`src/rtl/safecrack_pkg.sv`:
```
// safecrack_pkg: shared FSM states, digit type, sizing constants and digit decode helpers.
package safecrack_pkg;
    typedef enum logic [2:0] {IDLE, PRESS, GAP, DECIDE, WAIT_CLEAR, DONE} state_t;
    typedef logic [1:0] digit_t;
    localparam int NUM_DIGITS = 3;
    localparam int NUM_CODES = 64;
    function automatic logic [3:0] digit_btn(input digit_t d);
        return ~(4'b0001 << d);
    endfunction
    function automatic digit_t code_digit(input logic [5:0] c, input digit_t k);
        return k == 2'd0 ? c[5:4] : k == 2'd1 ? c[3:2] : c[1:0];
    endfunction
endpackage

```
`src/rtl/safecrack_autodialer_if.sv`:
```
// safecrack_autodialer_if: start/LED inputs and button/status outputs of the autodialer.
interface safecrack_autodialer_if;
    logic       start;
    logic       led_green;
    logic       led_red;
    logic [3:0] btn_n;
    logic       busy;
    logic       found;
    logic       exhausted;
    logic       error;
    logic [5:0] code;
    logic [6:0] attempts;
    modport master(input start, led_green, led_red,
                   output btn_n, busy, found, exhausted, error, code, attempts);
    modport slave(output start, led_green, led_red,
                  input btn_n, busy, found, exhausted, error, code, attempts);
endinterface

```
`src/rtl/safecrack_sync.sv`:
```
// safecrack_sync: 2-flop synchronizer for asynchronous inputs.
module safecrack_sync #(
    parameter int WIDTH = 1
) (
    input  logic             clk,
    input  logic             rst,
    input  logic [WIDTH-1:0] d,
    output logic [WIDTH-1:0] q
);
    logic [WIDTH-1:0] m;
    always_ff @(posedge clk or posedge rst)
        if (rst) {q, m} <= '0;
        else {q, m} <= {m, d};
endmodule

```
`src/rtl/safecrack_autodialer.sv`:
```
// safecrack_autodialer: brute-forces a 3-digit lock code by pressing buttons and watching LEDs.
module safecrack_autodialer
    import safecrack_pkg::*;
#(
    parameter int CLK_FREQ            = 50_000_000,
    parameter int PRESS_CYCLES        = CLK_FREQ / 20,
    parameter int GAP_CYCLES          = CLK_FREQ * 3 / 4,
    parameter int DECIDE_CYCLES       = CLK_FREQ / 4,
    parameter int LOCK_TIMEOUT_CYCLES = CLK_FREQ * 12
) (
    input logic clk,
    input logic rst,
    safecrack_autodialer_if.master bus
);
    localparam logic [31:0] PRESS_LD   = 32'(PRESS_CYCLES - 1);
    localparam logic [31:0] GAP_LD     = 32'(GAP_CYCLES - 1);
    localparam logic [31:0] DECIDE_LD  = 32'(DECIDE_CYCLES - 1);
    localparam logic [31:0] TIMEOUT_LD = 32'(LOCK_TIMEOUT_CYCLES - 1);
    state_t      state;
    digit_t      idx;
    logic [31:0] cnt;
    logic        green_ok;
    logic [1:0]  leds;
    safecrack_sync #(.WIDTH(2)) u_sync (
        .clk(clk),
        .rst(rst),
        .d({bus.led_green, bus.led_red}),
        .q(leds)
    );
    wire green = leds[1];
    wire red   = leds[0];
    // idx=3 marks the pre-press gap of a new code; the +1 in GAP wraps it to digit 0
    always_ff @(posedge clk or posedge rst) begin
        if (rst) begin
            state         <= IDLE;
            idx           <= '0;
            cnt           <= '0;
            green_ok      <= 1'b0;
            bus.btn_n     <= 4'hF;
            bus.busy      <= 1'b0;
            bus.found     <= 1'b0;
            bus.exhausted <= 1'b0;
            bus.error     <= 1'b0;
            bus.code      <= '0;
            bus.attempts  <= '0;
        end else begin
            case (state)
                IDLE, DONE: if (bus.start) begin
                    bus.found     <= 1'b0;
                    bus.exhausted <= 1'b0;
                    bus.error     <= 1'b0;
                    bus.code      <= '0;
                    bus.attempts  <= '0;
                    bus.busy      <= 1'b1;
                    bus.btn_n     <= digit_btn(code_digit(6'd0, 2'd0));
                    idx           <= 2'd0;
                    cnt           <= PRESS_LD;
                    state         <= PRESS;
                end
                PRESS: if (cnt == 0) begin
                    bus.btn_n <= 4'hF;
                    cnt       <= GAP_LD;
                    state     <= GAP;
                end else cnt <= cnt - 1;
                GAP: if (cnt == 0) begin
                    if (idx != digit_t'(NUM_DIGITS - 1)) begin
                        idx       <= idx + 2'd1;
                        bus.btn_n <= digit_btn(code_digit(bus.code, idx + 2'd1));
                        cnt       <= PRESS_LD;
                        state     <= PRESS;
                    end else begin
                        green_ok <= 1'b1;
                        cnt      <= DECIDE_LD;
                        state    <= DECIDE;
                    end
                end else cnt <= cnt - 1;
                DECIDE: if (red) begin
                    cnt   <= TIMEOUT_LD;
                    state <= WAIT_CLEAR;
                end else if (cnt == 0) begin
                    bus.found    <= green_ok & green;
                    bus.error    <= ~(green_ok & green);
                    bus.attempts <= green_ok & green ? bus.attempts + 7'd1 : bus.attempts;
                    bus.busy     <= 1'b0;
                    state        <= DONE;
                end else begin
                    green_ok <= green_ok & green;
                    cnt      <= cnt - 1;
                end
                WAIT_CLEAR: if (!red) begin
                    bus.attempts <= bus.attempts + 7'd1;
                    if (bus.code == 6'(NUM_CODES - 1)) begin
                        bus.exhausted <= 1'b1;
                        bus.busy      <= 1'b0;
                        state         <= DONE;
                    end else begin
                        bus.code <= bus.code + 6'd1;
                        idx      <= 2'd3;
                        cnt      <= GAP_LD;
                        state    <= GAP;
                    end
                end else if (cnt == 0) begin
                    bus.error <= 1'b1;
                    bus.busy  <= 1'b0;
                    state     <= DONE;
                end else cnt <= cnt - 1;
                default: state <= IDLE;
            endcase
        end
    end
endmodule

```
`src/flat_wrapper.sv`:
```
// flat-port wrapper written by rule: the top's interface ports become plain ports
module safecrack_autodialer_flat import safecrack_pkg::*;
#(
    parameter int CLK_FREQ            = 50_000_000,
    parameter int PRESS_CYCLES        = CLK_FREQ / 20,
    parameter int GAP_CYCLES          = CLK_FREQ * 3 / 4,
    parameter int DECIDE_CYCLES       = CLK_FREQ / 4,
    parameter int LOCK_TIMEOUT_CYCLES = CLK_FREQ * 12
)
  (clk, rst, bus_start, bus_led_green, bus_led_red, bus_btn_n, bus_busy, bus_found, bus_exhausted, bus_error, bus_code, bus_attempts);
  safecrack_autodialer_if bus_i ();
  input logic clk;
  input logic rst;
  input wire logic [$bits(bus_i.start)-1:0] bus_start;
  input wire logic [$bits(bus_i.led_green)-1:0] bus_led_green;
  input wire logic [$bits(bus_i.led_red)-1:0] bus_led_red;
  output wire logic [$bits(bus_i.btn_n)-1:0] bus_btn_n;
  output wire logic [$bits(bus_i.busy)-1:0] bus_busy;
  output wire logic [$bits(bus_i.found)-1:0] bus_found;
  output wire logic [$bits(bus_i.exhausted)-1:0] bus_exhausted;
  output wire logic [$bits(bus_i.error)-1:0] bus_error;
  output wire logic [$bits(bus_i.code)-1:0] bus_code;
  output wire logic [$bits(bus_i.attempts)-1:0] bus_attempts;
  assign bus_i.start = bus_start;
  assign bus_i.led_green = bus_led_green;
  assign bus_i.led_red = bus_led_red;
  assign bus_btn_n = bus_i.btn_n;
  assign bus_busy = bus_i.busy;
  assign bus_found = bus_i.found;
  assign bus_exhausted = bus_i.exhausted;
  assign bus_error = bus_i.error;
  assign bus_code = bus_i.code;
  assign bus_attempts = bus_i.attempts;
  safecrack_autodialer #(.CLK_FREQ(CLK_FREQ), .PRESS_CYCLES(PRESS_CYCLES), .GAP_CYCLES(GAP_CYCLES), .DECIDE_CYCLES(DECIDE_CYCLES), .LOCK_TIMEOUT_CYCLES(LOCK_TIMEOUT_CYCLES)) u_core (.clk(clk), .rst(rst), .bus(bus_i));
endmodule
```
`config.mk`:
```
export PLATFORM = sky130hd
export DESIGN_NAME = safecrack_autodialer_flat
export DESIGN_NICKNAME = d
export VERILOG_FILES = /design/src/rtl/safecrack_pkg.sv /design/src/rtl/safecrack_autodialer_if.sv /design/src/rtl/safecrack_sync.sv /design/src/rtl/safecrack_autodialer.sv /design/src/flat_wrapper.sv
export SDC_FILE = /design/constraint.sdc
export NUM_CORES = 1
export LEC_CHECK = 0
export CORE_MARGIN = 5
export CORE_UTILIZATION = 60
export CTS_BUF_LIST = sky130_fd_sc_hd__clkbuf_2 sky130_fd_sc_hd__clkbuf_4 sky130_fd_sc_hd__clkbuf_8
export DETAILED_ROUTE_END_ITERATION = 7
export GPL_TIMING_DRIVEN = 0
export PLACE_DENSITY_LB_ADDON = 0.1
export RECOVER_POWER = 50
export REMOVE_ABC_BUFFERS = 1
export SYNTH_ARGS = -nofsm -noshare
export SYNTH_HDL_FRONTEND = slang
export SYNTH_SLANG_ARGS = --single-unit
```
`constraint.sdc`:
```
create_clock -name clk -period 4.2 [get_ports clk]
set_clock_uncertainty 0.1 [all_clocks]
set_input_delay 0.42 -clock clk [delete_from_list [all_inputs] [get_ports clk]]
set_output_delay 0.42 -clock clk [all_outputs]
set_load 0.05 [all_outputs]
```
======== Word-level counts from Yosys, hierarchy flattened ========
Index checks and enable logic that the tools add are counted.
word-level totals
  input port bits ......................... 5
  output and inout port bits .............. 21
  logic and storage cells ................. 131
  bits in registers ....................... 63
cells by class
  eq/ne operators ......................... 24
  add/subtract/negate cells ............... 4
  shift-type cells ........................ 1
  bitwise logic cells ..................... 3
  multiplexer cells ....................... 64
  reduce and logical (&&, ||, !) cells .... 22
operators with widths
  cell                                                    number
  2-to-1 mux 32 bit                                       7
  case mux 32 bit (5 select lines)                        1
  2-to-1 mux 7 bit                                        5
  zero test 32 bit                                        1
  subtractor 32 x 1 -> 32 bit (second input constant)     1
  2-to-1 mux 24 bit                                       1
  2-to-1 mux 3 bit                                        7
  case mux 7 bit (3 select lines)                         1
  2-to-1 mux 1 bit                                        18
  2-to-1 mux 6 bit                                        3
  AND reduction 6 bit                                     3
  2-to-1 mux 2 bit                                        8
  2-to-1 mux 4 bit                                        4
  inequality test 2 bit (second input constant)           8
  AND reduction 4 bit                                     4
  case mux 3 bit (5 select lines)                         1
  inequality test 2 x 1 -> 1 bit (second input constant)  7
  case mux 4 bit (3 select lines)                         1
  case mux 6 bit (2 select lines)                         1
  AND reduction 5 bit                                     2
  nonzero test 3 bit                                      3
  adder 7 x 1 -> 7 bit (second input constant)            1
  adder 6 x 1 -> 6 bit (second input constant)            1
  equality test 3 x 2 -> 1 bit (second input constant)    2
  other kinds (20)                                        27

======== Logic depth before layout (Yosys ltp) ========
  depth in word-level cells ............... 9
  mapped depth ............................ 11
  mapped depth without buffers ............ 10

======== By module ========
From an unflattened synthesis, not the netlist that was laid out.
second synthesis, totals
  cells, all modules ...................... 493
  area, all modules ....................... 4151.5 um2
modules (own cells, without submodules)
  module                area each (um2)  cells each  instances  seq. area each (um2)
  safecrack_autodialer  4047.6           488         1          1481.4
  safecrack_sync        103.8            5           1          100.1

======== Worst setup path before layout ========
OpenSTA, ideal clock, no wires.
  path type ............................... reg2reg
  from .................................... register u_core.cnt[4]
  to ...................................... register u_core.cnt[0]
  arrival ................................. 2.672 ns
  setup slack ............................. 1.295 ns
  setup time .............................. 0.133 ns
  period minus slack after synthesis ...... 2.905 ns
  cell stages (with the launch flop) ...... 10
  required time ........................... 3.967 ns
  path buffers ............................ 2
  path through ............................ dfrtp_1 or4_1 buf_6 nor4_2 clkbuf_1 and3_1 inv_1 ha_1 a221oi_1 a21oi_1
on the way
  longest elaborated chain between the ends .. 4
  elaborated cells on any way between the ends .. 7
  those cells by class .................... mux (6); reduce/logical (1)
ends and longest elaborated chain
  item                                         RTL line                    text
  start: declaration                           safecrack_autodialer.sv:21  logic [31:0] cnt;
  start signal: assignment                     safecrack_autodialer.sv:64  end else cnt <= cnt - 1;
  start signal: assignment                     safecrack_autodialer.sv:76  end else cnt <= cnt - 1;
  start signal: assignment                     safecrack_autodialer.sv:88  cnt <= cnt - 1;
  zero test 32 bit *                           -
  2-to-1 mux 32 bit                            -
  2-to-1 mux 32 bit, on equally long branches  -
  case mux 32 bit (5 select lines) *           safecrack_autodialer.sv:47  case (state)
Every way passes the cells marked *; elsewhere a longest branch is shown, timed or not.
A chain may end at the register's enable or synchronous reset.

======== Final worst setup path ========
  from .................................... register u_core.cnt[4]
  to ...................................... register u_core.cnt[26]
on the way
  longest elaborated chain between the ends .. 4
  elaborated cells on any way between the ends .. 8
  those cells by class .................... add/sub (1); mux (6); reduce/logical (1)
ends and longest elaborated chain
  item                                                             RTL line
  subtractor 32 x 1 -> 32 bit or zero test 32 bit (tied branches)  -
  2-to-1 mux 32 bit                                                safecrack_autodialer.sv:80, safecrack_autodialer.sv:102
  2-to-1 mux 32 bit, on equally long branches                      safecrack_autodialer.sv:90, safecrack_autodialer.sv:77
  case mux 32 bit (5 select lines) *                               safecrack_autodialer.sv:47
Marked as above.

==> out/qor.csv <==
metric,value,unit
Final min period,3.816,ns
Gate power share,0.479,
fmax,262.1,MHz
Layout area overhead,11.39,%
fill count,569,
row count,30,
Seq cells post-synth,63,
period utilization,0.9086,
"Hold Vio Cnt, Final",0,
Vias,4304,
die area,8970,um^2
sw power,0.001532,W
Synth Flop Type,dfrtp_1,
TritonCTS clock tree,yes,
Worst Path Required,4.31,ns
TNS Setup,0,ns
"EDFF count, synth",0,
drt pass-1 iters,7,
Static Leakage,1.874,nW
"antenna viol nets, final",0,
Reg2Reg Depth,5,
CTS Sinks,63,
Port Buffer Count,25,
"Async S/R FF share, synth",1.000,
gpl congestion,0.9295,
Core ar.,6907,um^2
clock share of power,0.187,
Syn. warnings,0,
CTS max path bufs,2,
Netlist Area Pre-Place,4305,um^2
sequential-to-total area share from yosys stat,0.3673,
register clock-pin slew on the reported worst setup and hold paths,0.08,ns
WL/cell,20.02,um
Least-Margin Pin Slew,1.748,ns
Syn Area/Cell,8.425,um^2
Post-Route WL,12370,um
pre-CTS setup slack,0.04360,ns
Min-Delay Endpoint,u_core.u_sync.q[1]$_DFF_PP0_,
Root Buffer,clkbuf_8,
DPL Wire Length,8580,um
hold depth,0,
failing checks,"max-capacitance violations, max-slew violations",
drt via density,6.964,
max-cap viol count,1,
proportion of layout cells with a drive suffix above 1,0.06705,
Die X,94.71,um
# hold bufs at CTS,0,
gr usage total,0.2961,
Clock Latency Late Sink,0.36,ns
DRC,0,
largest family of logic cells by synthesized area,simple AND/OR/NAND/NOR gates,
Synth Area in Compound Gates,0.2325,
total grt overflow,0,
switching share of total power,0.4771,
Worst VDD drop,0.4946,mV
hold crit path type,flip-flop to flip-flop,
Setup Viol. Count Final,0,
1st-iter DRT viols,379,
Simple-Gate Fraction of Synth Area,0.2807,
Final Max Tran Viols,33,
critical path class,flip-flop to flip-flop,
PD cells,669.5,nW/um^2
Startpoint Class,flip-flop,
mux cell area share after synthesis,0.03168,
initial antenna violation count,0,
register share of total power,0.334,
Die H,94.71,um
Critical R2R Launch,u_core.cnt[4]$_DFFE_PP0P_,
status,"complete, but fails checks",
P_int,0.001679,W
setup ws final,0.3839,ns
Worst Path Arrival,3.93,ns
adder-cell share of the synthesized area,0.02325,
Nets,530,
r2r setup slk,0.38,ns
first-pass GRT wire length,20820,um
largest net degree at the start of global routing,33,
"Distinct cells, synth",64,
crit-path max FO,14,
I/O pin count,26,
Synth Area in XOR/XNOR,0.01831,
Crit. End Element,flip-flop,
# diodes,0,
Syn Inst Count,511,
Initial Utilization,0.6234,
vias in the first global route,4198,
Post-Route Utilization,0.6944,
FF-to-FF End,u_core.cnt[26]$_DFFE_PP0P_,
total CTS buffers,9,
Hold Startpoint,u_core.u_sync.m[1]$_DFF_PP0_,
headroom to the max-slew limit,-0.1653,
H-tree Lvls,3,
unrepaired setup endpoints after global routing,no,
## area by class of cell
class                      count  area, um^2  area share
timing repair buffer          27       265.3     0.05531
sequential                    63        1582      0.3298
clock inverter                 7       97.59     0.02035
clock buffer                   9       123.9     0.02583
tap                           96       120.1     0.02505
inverter                      17       63.81     0.01331
multi-input combinational    399        2544      0.5304
## cell usage after synthesis, drive strengths merged (10+ instances only)
cell type / count / area, um^2
o21ai: 36 / 180.2
nand4: 10 / 62.56
nor4: 17 / 112.6
nand3: 18 / 90.09
or3: 12 / 80.08
clkbuf: 30 / 112.6
or4: 13 / 97.59
nand2b: 10 / 62.56
a211oi: 10 / 75.07
o31ai: 13 / 97.59
inv: 17 / 63.81
dfrtp: 59 / 1476
a21oi: 30 / 150.1
nor2: 30 / 112.6
nor3: 26 / 130.1
nand2: 41 / 153.9
## cells by family (layout without fill, tap and decap cells)
kind of cell | Yosys count | count (layout)
AND/OR/NAND/NOR | 218 | 218
AO/OA/AOI/OAI | 151 | 151
flip-flops | 63 | 63
buffers and inverters | 49 | 60
multiplexers | 13 | 13
XOR/XNOR | 9 | 9
adder cells (fa/ha/maj) | 8 | 8
## state kept, by name (all words and copies together) (netlist names), 2 cells and up
register and count:
u_core.u_sync.m 2, u_core.idx 2, u_core.bus.code 6, u_core.bus.btn_n 4, u_core.u_sync.q 2, u_core.bus.attempts 7
u_core.state 3, u_core.cnt 32
## worst max path at each step
stage                                    from                                 end  slack [ns]  depth (start not counted)
floorplan           u_core.cnt[4]$_DFFE_PP0P_  u_core.bus.attempts[0]$_DFFE_PP0P_        1.08                          5
global placement    u_core.cnt[8]$_DFFE_PP0P_          u_core.cnt[15]$_DFFE_PP0P_        -0.1                          5
detailed placement  u_core.cnt[4]$_DFFE_PP0P_          u_core.cnt[26]$_DFFE_PP0P_        0.04                          5
CTS                 u_core.cnt[4]$_DFFE_PP0P_          u_core.cnt[26]$_DFFE_PP0P_        0.05                          5
global route        u_core.cnt[4]$_DFFE_PP0P_          u_core.cnt[26]$_DFFE_PP0P_        0.19                          5
finish              u_core.cnt[4]$_DFFE_PP0P_          u_core.cnt[26]$_DFFE_PP0P_        0.38                          5
## per-stage QoR
step	total power [W]	instance area, um^2	std cells	hold WS [ns]
after global routing	0.003427	4796	618	0.2709
after floorplan	0.002113	4170	479	0.2312
final	0.003211	4796	618	0.2498
after CTS	0.003173	4803	618	0.2525
after global placement	0.002513	4541	600	0.2313
after detailed placement	0.002573	4582	602	0.2371
## power groups by stage
| stage | Clock, W | Combinational, W | Sequential (W) |
|---|---|---|---|
| CTS | 0.000604 | 0.00151 | 0.00106 |
| global placement | 0 | 0.00146 | 0.00105 |
| floorplan | 0 | 0.00102 | 0.00109 |
| finish | 0.000601 | 0.00154 | 0.00107 |
| global route | 0.000636 | 0.00168 | 0.00111 |
| detailed placement | 0 | 0.00150 | 0.00107 |
## cells in the final DEF, fill, tap and decap left out, types with 8 or more instances in the layout
cell type        count
nand2b_1            10
nand3_1             18
a31oi_1              9
a211oi_1            10
clkdlybuf4s50_1     17
nor3_1              25
o31ai_1             12
nor2_1              30
and3_1               9
nor4_1              16
or4_1               13
nand4_1             10
dfrtp_1             59
dlygate4sd3_1        8
inv_1               17
o21ai_0             36
ha_1                 8
clkbuf_8             9
nand2_1             41
mux2i_1              8
a21oi_1             30
or3_1               11
## critical path, cell delays in order (launching register included)
cell	delay, ns
dfrtp_1	0.45
or4_1	0.74
nor4_4	0.73
nand3_1	0.71
a211oi_1	0.84
a21oi_1	0.09
## timing repair
| action | 4_1_cts | 5_1_grt |
|---|---|---|
| setup buffers | 0 | 0 |
| resized for setup | 0 | 1 |
| endpoints found under the setup margin | 0 | 4 |
## metal layers
layer | GRT usage | vias up | share of wire
li1 | - | 1961 | -
met1 | 0.3763 | 2038 | 0.40
met2 | 0.4668 | 246 | 0.47
met3 | 0.07251 | 59 | 0.086
met4 | 0.1526 | 0 | 0.047
met5 | 0 | - | 0
No activity file was read; power rests on OpenSTA's default activity.
